<file path="config.mk">
export PLATFORM = sky130hd
export DESIGN_NAME = axi4_write_master
export DESIGN_NICKNAME = d
export VERILOG_FILES = /design/src/rtl/axi4_write_master.sv
export SDC_FILE = /design/constraint.sdc
export NUM_CORES = 1
export LEC_CHECK = 0
export BUFFER_PORTS_ARGS = -buffer_cell sky130_fd_sc_hd__clkbuf_2
export CORE_UTILIZATION = 43
export CTS_CLUSTER_DIAMETER = 60
export DETAILED_ROUTE_END_ITERATION = 7
export PLACE_DENSITY = 0.81
export SYNTH_ARGS = -nofsm -noshare
export SYNTH_HDL_FRONTEND = slang
export SYNTH_SLANG_ARGS = --single-unit
</file>
<file path="constraint.sdc">
create_clock -name ACLK -period 2.03 [get_ports ACLK]
set_input_delay 0.3045 -clock ACLK [delete_from_list [all_inputs] [get_ports ACLK]]
set_output_delay 0.3045 -clock ACLK [all_outputs]
set_load 0.1 [all_outputs]
</file>
<file path="src/rtl/axi4_write_master.sv">
// -----------------------------------------------------------------------------
// axi4_write_master
//
// Command-driven AXI4 write-burst master. Takes one burst command (start
// address + AWLEN-encoded length) and a stream of write beats, issues the AW
// request, streams the beats on W with WLAST on the final one, collects the
// B response and reports it back to the command source. Only one burst is
// in flight at a time.
//
// Optional feature macro: AXI_WM_TIMEOUT_EN
//   defined   : B-channel watchdog. If no BVALID arrives within
//               TIMEOUT_CYCLES cycles of entering the response phase, the
//               burst completes with done_resp = 2'b10.
//   undefined : the response phase waits indefinitely for BVALID.
//
// Handshakes: every channel follows valid/ready semantics. A transfer happens
// on a rising ACLK edge where both valid and ready are high; a valid, once
// raised, stays high with stable payload until that transfer.
//
// Ports
//   ACLK, ARESETn          clock (rising edge), asynchronous active-low reset
//   cmd_valid/cmd_ready    burst command handshake
//   cmd_addr, cmd_len      burst start address, beats-1
//   wd_valid/wd_ready      write-beat stream handshake
//   wd_data                write-beat payload
//   done_valid, done_resp  one-cycle completion pulse and its response
//   AWADDR..AWREADY        AXI4 write-address channel
//   WDATA..WREADY          AXI4 write-data channel
//   BRESP, BVALID, BREADY  AXI4 write-response channel
// -----------------------------------------------------------------------------
module axi4_write_master #(
    parameter int DATA_WIDTH     = 32,
    parameter int ADDR_WIDTH     = 10,
    parameter int TIMEOUT_CYCLES = 256
) (
    input  logic                  ACLK,
    input  logic                  ARESETn,
    // command source
    input  logic                  cmd_valid,
    output logic                  cmd_ready,
    input  logic [ADDR_WIDTH-1:0] cmd_addr,
    input  logic [7:0]            cmd_len,
    // write-beat stream
    input  logic                  wd_valid,
    output logic                  wd_ready,
    input  logic [DATA_WIDTH-1:0] wd_data,
    // completion report
    output logic                  done_valid,
    output logic [1:0]            done_resp,
    // AXI4 write-address channel
    output logic [ADDR_WIDTH-1:0] AWADDR,
    output logic [7:0]            AWLEN,
    output logic [2:0]            AWSIZE,
    output logic                  AWVALID,
    input  logic                  AWREADY,
    // AXI4 write-data channel
    output logic [DATA_WIDTH-1:0] WDATA,
    output logic                  WLAST,
    output logic                  WVALID,
    input  logic                  WREADY,
    // AXI4 write-response channel
    input  logic [1:0]            BRESP,
    input  logic                  BVALID,
    output logic                  BREADY
);

    // The watchdog counter is 16 bits wide and fires one cycle before the
    // limit is reached, so the limit has to fit in 1..65536.
    if (TIMEOUT_CYCLES < 1 || TIMEOUT_CYCLES > 65536) begin : g_bad_timeout
        $error("axi4_write_master: TIMEOUT_CYCLES must be in 1..65536");
    end

    typedef enum logic [1:0] {
        S_IDLE = 2'd0,
        S_ADDR = 2'd1,
        S_DATA = 2'd2,
        S_RESP = 2'd3
    } state_t;

    // state is kept as a named signal so checkers can bind to it directly.
    state_t     state;
    state_t     state_nxt;
    logic [7:0] beat_cnt;
    logic       last_beat;
    logic       timeout_hit;

    assign AWSIZE    = 3'($clog2(DATA_WIDTH / 8));
    assign WDATA     = wd_data;
    assign last_beat = (beat_cnt == AWLEN);

`ifdef AXI_WM_TIMEOUT_EN
    // Held at zero outside RESP, so it reads 0 in the first RESP cycle and
    // TIMEOUT_CYCLES-1 in the last cycle before the watchdog fires.
    logic [15:0] tmo_cnt;

    always_ff @(posedge ACLK or negedge ARESETn) begin
        if (!ARESETn) begin
            tmo_cnt <= '0;
        end else if (state != S_RESP) begin
            tmo_cnt <= '0;
        end else begin
            tmo_cnt <= tmo_cnt + 16'd1;
        end
    end

    assign timeout_hit = (state == S_RESP) && !BVALID &&
                         (tmo_cnt == 16'(TIMEOUT_CYCLES - 1));
`else
    assign timeout_hit = 1'b0;
`endif

    // State register
    always_ff @(posedge ACLK or negedge ARESETn) begin
        if (!ARESETn) begin
            state <= S_IDLE;
        end else begin
            state <= state_nxt;
        end
    end

    // Next state and channel controls. All valids/readies are decoded from
    // state, so an asynchronous reset drops them immediately.
    always_comb begin
        state_nxt = state;
        cmd_ready = 1'b0;
        wd_ready  = 1'b0;
        AWVALID   = 1'b0;
        WVALID    = 1'b0;
        WLAST     = 1'b0;
        BREADY    = 1'b0;
        case (state)
            S_IDLE: begin
                // Holding off during the done pulse makes the earliest new
                // acceptance the cycle after completion is reported.
                cmd_ready = !done_valid;
                if (cmd_valid && !done_valid) begin
                    state_nxt = S_ADDR;
                end
            end
            S_ADDR: begin
                AWVALID = 1'b1;
                if (AWREADY) begin
                    state_nxt = S_DATA;
                end
            end
            S_DATA: begin
                WVALID   = wd_valid;
                wd_ready = WREADY;
                WLAST    = last_beat;
                if (wd_valid && WREADY && last_beat) begin
                    state_nxt = S_RESP;
                end
            end
            S_RESP: begin
                BREADY = 1'b1;
                if (BVALID || timeout_hit) begin
                    state_nxt = S_IDLE;
                end
            end
            default: state_nxt = S_IDLE;
        endcase
    end

    // Command latch, beat counter and completion report
    always_ff @(posedge ACLK or negedge ARESETn) begin
        if (!ARESETn) begin
            AWADDR     <= '0;
            AWLEN      <= '0;
            beat_cnt   <= '0;
            done_valid <= 1'b0;
            done_resp  <= 2'b00;
        end else begin
            done_valid <= 1'b0;

            if (state == S_IDLE && cmd_valid && cmd_ready) begin
                AWADDR <= cmd_addr;
                AWLEN  <= cmd_len;
            end

            // The counter stops on the final beat rather than stepping past
            // AWLEN, so a 256-beat burst never wraps it.
            if (state == S_ADDR && AWREADY) begin
                beat_cnt <= '0;
            end else if (state == S_DATA && wd_valid && WREADY && !last_beat) begin
                beat_cnt <= beat_cnt + 8'd1;
            end

            if (state == S_RESP && BVALID) begin
                done_valid <= 1'b1;
                done_resp  <= BRESP;
            end else if (timeout_hit) begin
                done_valid <= 1'b1;
                done_resp  <= 2'b10;
            end
        end
    end

endmodule

</file>
# Word-level counts from Yosys, hierarchy flattened
# Index checks and enable logic that the tools add are counted.
[classes]
n_div = 0
muxes = 14
shifts = 0
bitwise = 0
n_mul = 0
addsub = 1
n_lt_le_gt_ge = 0
n_reduce_logical = 15
eq_ne = 8
[ops]
columns = ["op", "count"]
rows = [
  ["2-to-1 mux 8 bit", 2],
  ["logical AND 1 bit", 10],
  ["adder 8 x 1 -> 8 bit, second input constant", 1],
  ["equality test 8 bit", 1],
  ["2-to-1 mux 2 bit", 4],
  ["!= test 2 bit, second input constant", 4],
  ["case mux 2 bit (4 select lines)", 1],
  ["2-to-1 mux 1 bit", 7],
  ["equality test 2 bit, second input constant", 2],
  ["AND reduction 4 bit", 1],
  ["equality test 2 x 1 -> 1 bit, second input constant", 1],
  ["zero test 1 bit", 2],
  ["zero test 2 bit", 1],
  ["nonzero test 2 bit", 1],
]
[totals]
mem_bits_rw = 0
inputBits = 59
regBits = 31
mem_bits_ro = 0
output_inout_bits = 62
word_cells = 44
memories = 0
latch_bits = 0

# Depth between registers and ports, before layout
# Gate-level depths: netlist of run 1.
[depth]
depth_word = 6
depth_mapped = 7

# Least setup slack after synthesis of run 1
# OpenSTA, ideal clock, no wires.
[synth_timing]
path_kind = "reg2out"
start = "reg AWLEN[7]"
end = "out WLAST"
arrival_time_ns = 2.460
stages_incl_launch_ff = 5
required_ns = 1.725
slack_ns = -0.735
cell_sequence = "dfrtp_1 xor2_1 nor4_2 buf_2 and3_1"
[synth_between]
elab_chain_cells = 2
[synth_rtl]
columns = ["item", "line_no", "source"]
rows = [
  ["start, declared", "52", "output logic [7:0] AWLEN,"],
  ["start signal, assigned", "177", "AWLEN <= cmd_len;"],
  ["equality test 8 bit", "89", "assign last_beat = (beat_cnt == AWLEN);"],
  ["2-to-1 mux 1 bit", "131", "case (state)"],
  ["end, declared", "58", "output logic WLAST,"],
]
# No other way between the ends.

# Worst setup path in the final report of run 1
[layout_timing]
start = "reg beat_cnt[4]"
end = "out WLAST"
[layout_between]
elab_chain_cells = 2
[layout_rtl]
columns = ["item", "line_no", "source"]
rows = [
  ["start, declared", "83", "logic [7:0] beat_cnt;"],
  ["start signal, assigned", "185", "beat_cnt <= beat_cnt + 8'd1;"],
  ["equality test 8 bit", "89", ""],
  ["2-to-1 mux 1 bit", "131", ""],
]
# No other way between the ends.

==> reports/metrics.cfg, run 1 <==
[status]
status = finished, final reports clean

[die]
die_area_um2 = 4680
placementRows = 23
die_h_um = 68.4
die_w_um = 68.4
coreArea_um2 = 4120
io_pins = 121
start_util_pct = 46.0

[timing]
slew_headroom_pct = 49.9
setup_viol = 0
rsz0062_at_grt = yes
finalHoldViolations = 0
hold_ws_ns = 0.0829
finalCriticalPeriod_ns = 1.99
slew_viol_final = 0
skew_ns = 0.00813
max_freq_mhz = 503
tightest_slew_ns = 0.752
finalCritPeriodShare_pct = 97.9

[setup_path]
worstPathArrival_ns = 1.68
critPathMaxFanout = 4
critPathLaunchType = flip-flop
critPathKind = flip-flop to output port
cp_cell_sequence = xor2_1 -> nor4_2 -> and3_4 -> buf_12
critPathMaxStageDelay_ns = 0.43
required_ns = 1.73
cp_slowest_cell = dfrtp_1
crit_path_end_kind = output port

[final_layout]
final_util_pct = 51.5
fillers = 384
layout.nets = 265
diodes = 0
fin_cells = 252
design_area_um2 = 2120
syn_to_final_growth_pct = 11.8
drive_above_1_share_pct = 50.5

[clock_network]
cts_buffers = 5
clkTransAtPathRegs_ns = 0.07
h-tree-depth = 2
cts.sinks = 31
clock_path_buffers = 2
cts_tree = built
worstSkewPairLatency_ns = 0.28
cts_resized = 0
cts-root-buf = clkbuf_8

[routing]
drc = 0
drt_iter0_drc = 80
wl_per_cell_um = 12.7
first_pass_iters = 4
vias = 1262
ant_nets = 0
vias_per_cell = 5.01
wirelength_mm = 3.20

[yosys]
avgSynthCellArea_um2 = 10.7
synth_cell_type_count = 30
synthTopCellsByArea = dfrtp_1 (41%), buf_4 (14%), mux2_2 (12%)
yosysTopAreaCell = dfrtp_1
yosysWarnings = 0
synth_area_um2 = 1890
synth_seq_cells = 31
ys_seq_area_share_pct = 41.0
syn_inst = 177
synthDominantCellAreaShare_pct = 41.0

[place]
dpl_cell_area_um2 = 2010
portBuffers = 53
hpwl_mm = 2.46
gp_congestion = 0.847
placed_cells = 243

[run]
drv_cap = 0

[global_routing]
antenna_found_initial = 0
grt_pass1_wl_mm = 5.08
grt_max_degree = 32
grt_overflow = 0
first_global_vias = 1181
globalRouteTotalUtil_pct = 15.2

[worst_hold_path]
hold_path_class = input pin to asynchronous set/reset pin

worst max-delay path: cells and delay by family (launching register included):
kind | cells | cell delay [ns]
and+or+nand+nor | 2 | 0.62
DFF | 1 | 0.43
xor gates and xnor gates | 1 | 0.19
buffers and inverters | 1 | 0.17
synthesized netlist by cell type:
cell type and instances:
a2111oi_0 1, a211o_1 1, a211oi_1 3, a211oi_2 3, a21o_1 1, a21oi_1 3
a21oi_2 1, a31oi_1 1, and2_1 3, and2b_1 1, and3_1 3, buf_2 3
buf_4 36, clkbuf_1 1, conb_1 2, dfrtp_1 31, ha_1 5, inv_1 3
mux2_2 20, mux2i_1 8, nand2_1 15, nand2_2 1, nand2b_1 9, nand3_1 5
nand4_1 3, nor2b_1 2, nor4_2 2, o21ai_0 1, or4_1 1, xor2_1 8
path summary, 6_finish.rpt:
check / from / end / slack, ns / cells after the start
worst max-delay path: beat_cnt[4] / WLAST / 0.04 / 4
worst min-delay path: ARESETn / done_resp[1] / 0.08 / 1
worst max register to register: state[0] / beat_cnt[3] / 0.20 / 6
worst min register to register: AWADDR[1] / AWADDR[1] / 0.50 / 1
max in group asynchronous: ARESETn / done_valid / 1.40 / 1
min in group ACLK: cmd_len[3] / AWLEN[3] / 0.25 / 2
layer usage:
metal / vias to the layer above / wire [um] / share of wire, % / global-route usage, %
li1: 612 / - / - / -
met1: 606 / 1440 / 45 / 18.5
met2: 36 / 1480 / 46 / 24.3
met3: 8 / 230 / 7.2 / 5.33
met4: 0 / 51 / 1.6 / 6.25
met5: - / 0 / 0 / 0
cells in the final DEF (no fill, tap or decap), types with 4 or more instances in the layout:
cell type,count
buf_4,5
clkbuf_2,49
clkbuf_8,7
dfrtp_1,22
dfrtp_2,8
ha_1,4
mux2_2,20
mux2i_1,8
nand2_1,15
nand2b_1,9
nand3_1,5
xor2_1,8
cell type report:
cell class	count	area, um2	share of cell area [%]
Multi-Input combinational cell	104	832	39.3
Tap cell	50	62.6	2.95
Clock buffer	8	100	4.73
Sequential cell	31	790	37.3
Inverter	3	11.3	0.532
Timing Repair Buffer	56	323	15.2
what timing repair did:
action / 4_1_cts / 5_1_grt
setup buffers: 0 / 1
endpoints found under the setup margin: 0 / 1
hold buffers: 0 / 0
cell families after synthesis:
group                      Yosys count  share of synthesized area, %
and+or+nand+nor                     45                          13.3
adders and majority gates            5                          3.30
muxes                               28                          16.1
buffers and inverters               43                          15.9
DFF                                 31                          41.0
other                                2                         0.396
xor gates and xnor gates             8                          3.70
AOI/OAI and AO/OA                   15                          6.34
metrics by stage:
stage | setup TNS, ns | worst slack, ns
floorplan | -0.0566 | -0.0566
global placement | 0 | 0.322
detailed placement | 0 | 0.215
CTS | 0 | 0.0137
global route | -0.0515 | -0.0515
finish | 0 | 0.0433
sequential cells by signal (all words and copies together) (netlist names):
register    count
AWADDR         10
AWLEN           8
beat_cnt        8
done_resp       2
state           2
done_valid      1
Power of run 1 is not shown: default switching activity piles up to over one toggle a cycle in this logic, so the estimate is an artifact.
==> run 2: changes to the inputs <==
--- a/config.mk
+++ b/config.mk
@@ -10,6 +10,7 @@
 export CTS_CLUSTER_DIAMETER = 60
 export DETAILED_ROUTE_END_ITERATION = 7
 export PLACE_DENSITY = 0.81
+export RECOVER_POWER = 100
 export SYNTH_ARGS = -nofsm -noshare
 export SYNTH_HDL_FRONTEND = slang
 export SYNTH_SLANG_ARGS = --single-unit
==> run 2 against run 1 <==
Compared with the run above: the flow now finishes with violations (max-capacitance violations, max-slew violations); critical path type unchanged; critical path depth is the same; hold slack better by 0.17 ns; highest routed layer unchanged; global-route usage stayed put; sequential share of layout area is 0.81 points higher.
==> reports/metrics.cfg, run 2 (synthesized netlist as in run 1, its figures left out) <==
[setup_path]
critPathKind = flip-flop to output port  ; unchanged
worstPathArrival_ns = 1.68  ; about the same
required_ns = 1.73  ; about the same
critical_path.top_delay_family = simple AND/OR/NAND/NOR gates  ; unchanged
critPathLaunchType = flip-flop  ; unchanged
r2r_slack_ns = 0.24  ; was 0.20 ns
critPathMaxFanout = 4  ; unchanged
worst-r2r-cell-count = 6  ; unchanged
worst-path-buf-inv = 1  ; unchanged
r2r_end = beat_cnt[6]  ; was beat_cnt[3]
r2r-start = state[0]  ; unchanged
cp_slowest_cell = dfrtp_1  ; unchanged
cp_cell_sequence = xor2_1 -> nor4_2 -> and3_4 -> buf_12  ; unchanged
crit_path_end_kind = output port  ; unchanged
critPathMaxStageDelay_ns = 0.42  ; was 0.43 ns

[timing]
hold_ws_ns = 0.250  ; was 0.0829 ns
rsz0062_at_grt = yes  ; unchanged
setup_viol = 0  ; unchanged
tightest_slew_ns = 1.62  ; was 0.752 ns
finalCritPeriodShare_pct = 97.8  ; was 97.9%
max_freq_mhz = 504  ; was 503 MHz
slew_headroom_pct = -7.81  ; was 49.9%
skew_ns = 0.00649  ; was 0.00813 ns
finalCriticalPeriod_ns = 1.99  ; about the same
finalHoldViolations = 0  ; unchanged
slew_viol_final = 32  ; was 0

[clock_network]
clock_path_buffers = 2  ; unchanged
cts-root-buf = clkbuf_8  ; unchanged
hold_buffers = 0  ; unchanged
cts.sinks = 31  ; unchanged
cts_buffers = 5  ; unchanged
worstSkewPairLatency_ns = 0.28  ; about the same
h-tree-depth = 2  ; unchanged
cts_tree = built  ; unchanged
cts_resized = 0  ; unchanged
clkTransAtPathRegs_ns = 0.07  ; about the same

[routing]
drc = 0  ; unchanged
drt_iter0_drc = 50  ; was 80
wirelength_mm = 3.20  ; unchanged
vias = 1264  ; was 1262
vias_per_cell = 5.02  ; was 5.01
wl_per_cell_um = 12.7  ; unchanged
first_pass_iters = 4  ; unchanged
ant_nets = 0  ; unchanged

[final_layout]
design_area_um2 = 2070  ; was 2120 um2
final_util_pct = 50.4  ; was 51.5%
diodes = 0  ; unchanged
largest_registers = AWADDR x10, AWLEN x8, beat_cnt x8  ; unchanged
final_common_cell = clkbuf_2  ; unchanged
largest_reg_flops = 10  ; unchanged
fin_cells = 252  ; unchanged
syn_to_final_growth_pct = 9.45  ; was 11.8%
layout.nets = 265  ; unchanged
largest-register = AWADDR  ; unchanged
final_cell_mix = clkbuf_2 (37), dfrtp_1 (22), mux2_2 (20)  ; was clkbuf_2 (49), dfrtp_1 (22), mux2_2 (20)
drive_above_1_share_pct = 42.1  ; was 50.5%

[place]
placed_cells = 243  ; unchanged
hpwl_mm = 2.46  ; unchanged
portBuffers = 53  ; unchanged
gp_congestion = 0.847  ; unchanged
dpl_cell_area_um2 = 2010  ; unchanged

[global_routing]
grt_pass1_wl_mm = 5.08  ; unchanged
antenna_found_initial = 0  ; unchanged
grt_overflow = 0  ; unchanged
globalRouteTotalUtil_pct = 15.2  ; unchanged
grt_max_degree = 32  ; unchanged
first_global_vias = 1181  ; unchanged

[status]
violations = max-capacitance violations, max-slew violations
status = complete, but fails checks  ; was finished, final reports clean

[run]
drv_cap = 1  ; was 0

[worst_hold_path]
min_from = cmd_len[3]
hold_path_class = input pin to flip-flop  ; was input pin to asynchronous set/reset pin
min_path_cells = 2
holdPathEnd = AWLEN[3]

[die]
coreArea_um2 = 4120  ; unchanged
die_w_um = 68.4  ; unchanged
placementRows = 23  ; unchanged
die_h_um = 68.4  ; unchanged
io_pins = 121  ; unchanged
die_area_um2 = 4680  ; unchanged
start_util_pct = 46.0  ; unchanged

-- run 2: cell type report --
type	count	area, um2
timing repair buffer	56	299
tap	50	62.6
multi-input combinational	104	811
fill	392	2040
clock buffer	8	100
sequential	31	790
inverter	3	11.3
-- run 2: how the worst max path moves through the flow --
stage | from | to | slack, ns | depth (start not counted)
after floorplan | AWLEN[7] | WLAST | -0.06 | 4
after global placement | state[0] | AWLEN[2] | 0.32 | 5
after detailed placement | state[0] | beat_cnt[3] | 0.21 | 6
after CTS | beat_cnt[2] | WLAST | 0.01 | 4
after global routing | beat_cnt[3] | WLAST | -0.05 | 4
final | beat_cnt[4] | WLAST | 0.04 | 4
-- run 2: worst reg2reg max path: stages (launching register included) --
cell and delay (ns):
dfrtp_1 0.40, inv_1 0.11, ha_1 0.26, and2_1 0.26, nand2_1 0.12, a211oi_1 0.30
mux2i_1 0.24
-- run 2: per-stage QoR --
stage	setup slack [ns]	setup TNS [ns]
2_1_floorplan	-0.0566	-0.0566
3_3_place_gp	0.322	0
3_5_place_dp	0.215	0
4_1_cts	0.0137	0
5_1_grt	-0.0515	-0.0694
6_report	0.0445	0
-- run 2: routing by layer --
metal  share of wire [%]  track usage (%)  up-vias
li1                    -                -      617
met1                  44             18.5      603
met2                  46             24.3       36
met3                 7.4             5.33        8
met4                 1.6             6.25        0
met5                   0                0        -
-- run 2: what timing repair did --
action,4_1_cts,5_1_grt
endpoints found under the setup margin,0,1
setup buffers,0,1
hold endpoints to repair,0,0
Power of run 2 is left out for the same reason.
==> run 3: changes to the inputs <==
--- a/config.mk
+++ b/config.mk
@@ -11,6 +11,8 @@
 export DETAILED_ROUTE_END_ITERATION = 7
 export PLACE_DENSITY = 0.81
 export RECOVER_POWER = 100
+export REMOVE_ABC_BUFFERS = 1
+export SETUP_SLACK_MARGIN = 0.3
 export SYNTH_ARGS = -nofsm -noshare
 export SYNTH_HDL_FRONTEND = slang
 export SYNTH_SLANG_ARGS = --single-unit
==> run 3 against run 2 <==
Compared with the run above: the flow still finishes with violations (max-capacitance violations, max-slew violations); via count increased by 6.0%; first-iteration DRC count increased by 16%; worst setup slack improved by 0.034 ns; sequential share of layout area decreased by 2.7 points; core utilization increased by 2.9 points; non-clock buffer count increased by 4; count of clock-buffer cells in the layout decreased by 2; wire length increased by 37%; critical path type unchanged; cell count increased by 1.6%; clock skew increased by 0.0039 ns; design area increased by 5.9%.
==> reports/metrics.cfg, run 3 (synthesized netlist as in run 1, its figures left out) <==
[status]
status = complete, but fails checks  ; unchanged
violations = max-capacitance violations, max-slew violations  ; unchanged

[die]
io_pins = 121  ; unchanged
die_w_um = 68.4  ; unchanged
coreArea_um2 = 4120  ; unchanged
die_area_um2 = 4680  ; unchanged
die_h_um = 68.4  ; unchanged
start_util_pct = 46.0  ; unchanged
placementRows = 23  ; unchanged

[setup_path]
required_ns = 1.73  ; about the same
critPathMaxStageDelay_ns = 0.40  ; was 0.42 ns
r2r_end = AWADDR[4]  ; was beat_cnt[6]
cp_cell_sequence = xor2_1 -> nor4_2 -> and3_1 -> buf_12  ; was xor2_1 -> nor4_2 -> and3_4 -> buf_12
r2r_slack_ns = 0.42  ; was 0.24 ns
crit_path_end = WLAST  ; unchanged
cp_slowest_cell = dfrtp_1  ; unchanged
critPathKind = flip-flop to output port  ; unchanged
r2r-start = state[0]  ; unchanged
worst-r2r-cell-count = 5  ; was 6
critPathLaunchType = flip-flop  ; unchanged
critPathMaxFanout = 3  ; was 4
crit_path_end_kind = output port  ; unchanged
worstPathArrival_ns = 1.65  ; was 1.68 ns
crit_path_start = beat_cnt[7]  ; was beat_cnt[4]

[final_layout]
final_cell_mix = clkbuf_2 (41), dfrtp_1 (30), mux2_2 (20)  ; was clkbuf_2 (37), dfrtp_1 (22), mux2_2 (20)
fillers = 387  ; was 392
seqCellArea_um2 = 777  ; was 790 um2
drive_above_1_share_pct = 46.6  ; was 42.1%
largest-register = AWADDR  ; unchanged
final_util_pct = 53.3  ; was 50.4%
largest_reg_flops = 10  ; unchanged
multi_input_area_um2 = 853  ; was 811 um2
fin_cells = 256  ; was 252
design_area_um2 = 2190  ; was 2070 um2
diodes = 0  ; unchanged
final_common_cell = clkbuf_2  ; unchanged
largest_registers = AWADDR x10, AWLEN x8, beat_cnt x8  ; unchanged
syn_to_final_growth_pct = 15.9  ; was 9.45%
layout.nets = 269  ; was 265

[worst_hold_path]
min_from = cmd_addr[8]  ; was cmd_len[3]
hold_path_class = input pin to flip-flop  ; unchanged

[routing]
drt_iter0_drc = 58  ; was 50
route.top_layer_used = met4  ; unchanged
wl_per_cell_um = 17.1  ; was 12.7 um
wl_met3_um = 681  ; was 238 um
wl_met1_mm = 1.87  ; was 1.42 mm
first_pass_iters = 4  ; unchanged
drc = 0  ; unchanged
ant_nets = 0  ; unchanged
wl_met2_mm = 1.77  ; was 1.49 mm
wirelength_mm = 4.38  ; was 3.20 mm
vias = 1340  ; was 1264
vias_per_cell = 5.23  ; was 5.02

[timing]
slew_headroom_pct = -11.9  ; was -7.81%
rsz0062_at_grt = yes  ; unchanged
setup_tns_ns = 0  ; unchanged
slew_viol_final = 32  ; unchanged
finalCriticalPeriod_ns = 1.95  ; was 1.99 ns
finalHoldViolations = 0  ; unchanged
tightest_slew_ns = 1.68  ; was 1.62 ns
finalCritPeriodShare_pct = 96.1  ; was 97.8%
max_freq_mhz = 512  ; was 504 MHz
setup_viol = 0  ; unchanged
skew_ns = 0.0103  ; was 0.00649 ns

[run]
drv_cap = 1  ; unchanged

[place]
dpl_cell_area_um2 = 1990  ; was 2010 um2
placed_cells = 243  ; unchanged
gp_congestion = 0.755  ; was 0.847
portBuffers = 53  ; unchanged
hpwl_mm = 3.37  ; was 2.46 mm

[global_routing]
antenna_found_initial = 0  ; unchanged
first_global_vias = 1172  ; was 1181
grt_overflow = 0  ; unchanged
grt_max_degree = 32  ; unchanged
globalRouteTotalUtil_pct = 19.2  ; was 15.2%
grt_pass1_wl_mm = 6.07  ; was 5.08 mm

[clock_network]
hold_buffers = 0  ; unchanged
clkTransAtPathRegs_ns = 0.07  ; about the same
clock_path_buffers = 2  ; unchanged
cts-root-buf = clkbuf_8  ; unchanged
cts_tree = built  ; unchanged
cts.sinks = 31  ; unchanged
cts_buffers = 5  ; unchanged
h-tree-depth = 2  ; unchanged
worstSkewPairLatency_ns = 0.29  ; was 0.28 ns

run 3: what timing repair did:
item / 4_1_cts / 5_1_grt
endpoints found under the setup margin: 29 / 23
setup buffers: 3 / 2
pin swaps: 3 / 6
gates resized for setup: 14 / 6
run 3: how the worst min path moves through the flow:
stage	to	slack [ns]	cells after the start
6_report	AWADDR[8]	0.25	2
3_5_place_dp	done_valid	0.42	1
2_1_floorplan	AWADDR[0]	0.009	0
3_3_place_gp	beat_cnt[6]	0.43	1
4_1_cts	done_valid	0.11	1
5_1_grt	AWADDR[0]	0.24	2
run 3: stage by stage:
| stage | hold WS, ns | setup slack (ns) |
|---|---|---|
| global route | 0.241 | -0.00000200 |
| global placement | 0.427 | 0.265 |
| CTS | 0.108 | 0.0614 |
| finish | 0.247 | 0.0783 |
| detailed placement | 0.424 | 0.225 |
| floorplan | 0.00891 | -1.06 |
run 3: routing by layer:
metal / up-vias / GRT usage (%)
met5: - / 10.0
met4: 0 / 6.25
met3: 8 / 15.0
met2: 78 / 23.7
met1: 632 / 23.9
li1: 622 / -
run 3: worst max-delay path: cells and delay by family (launching register included):
family | cells | cell delay (ns)
AND/OR/NAND/NOR | 2 | 0.61
flip-flops | 1 | 0.40
XOR/XNOR | 1 | 0.18
buffers and inverters | 1 | 0.18
run 3: cell type report:
type | instances | area share [%]
inverter | 3 | 0.513
clock buffer | 6 | 3.76
sequential | 31 | 35.4
clock inverter | 2 | 1.60
tap | 50 | 2.85
timing repair buffer | 60 | 17.0
multi-input combinational | 104 | 38.9
Power of run 3 is left out for the same reason.
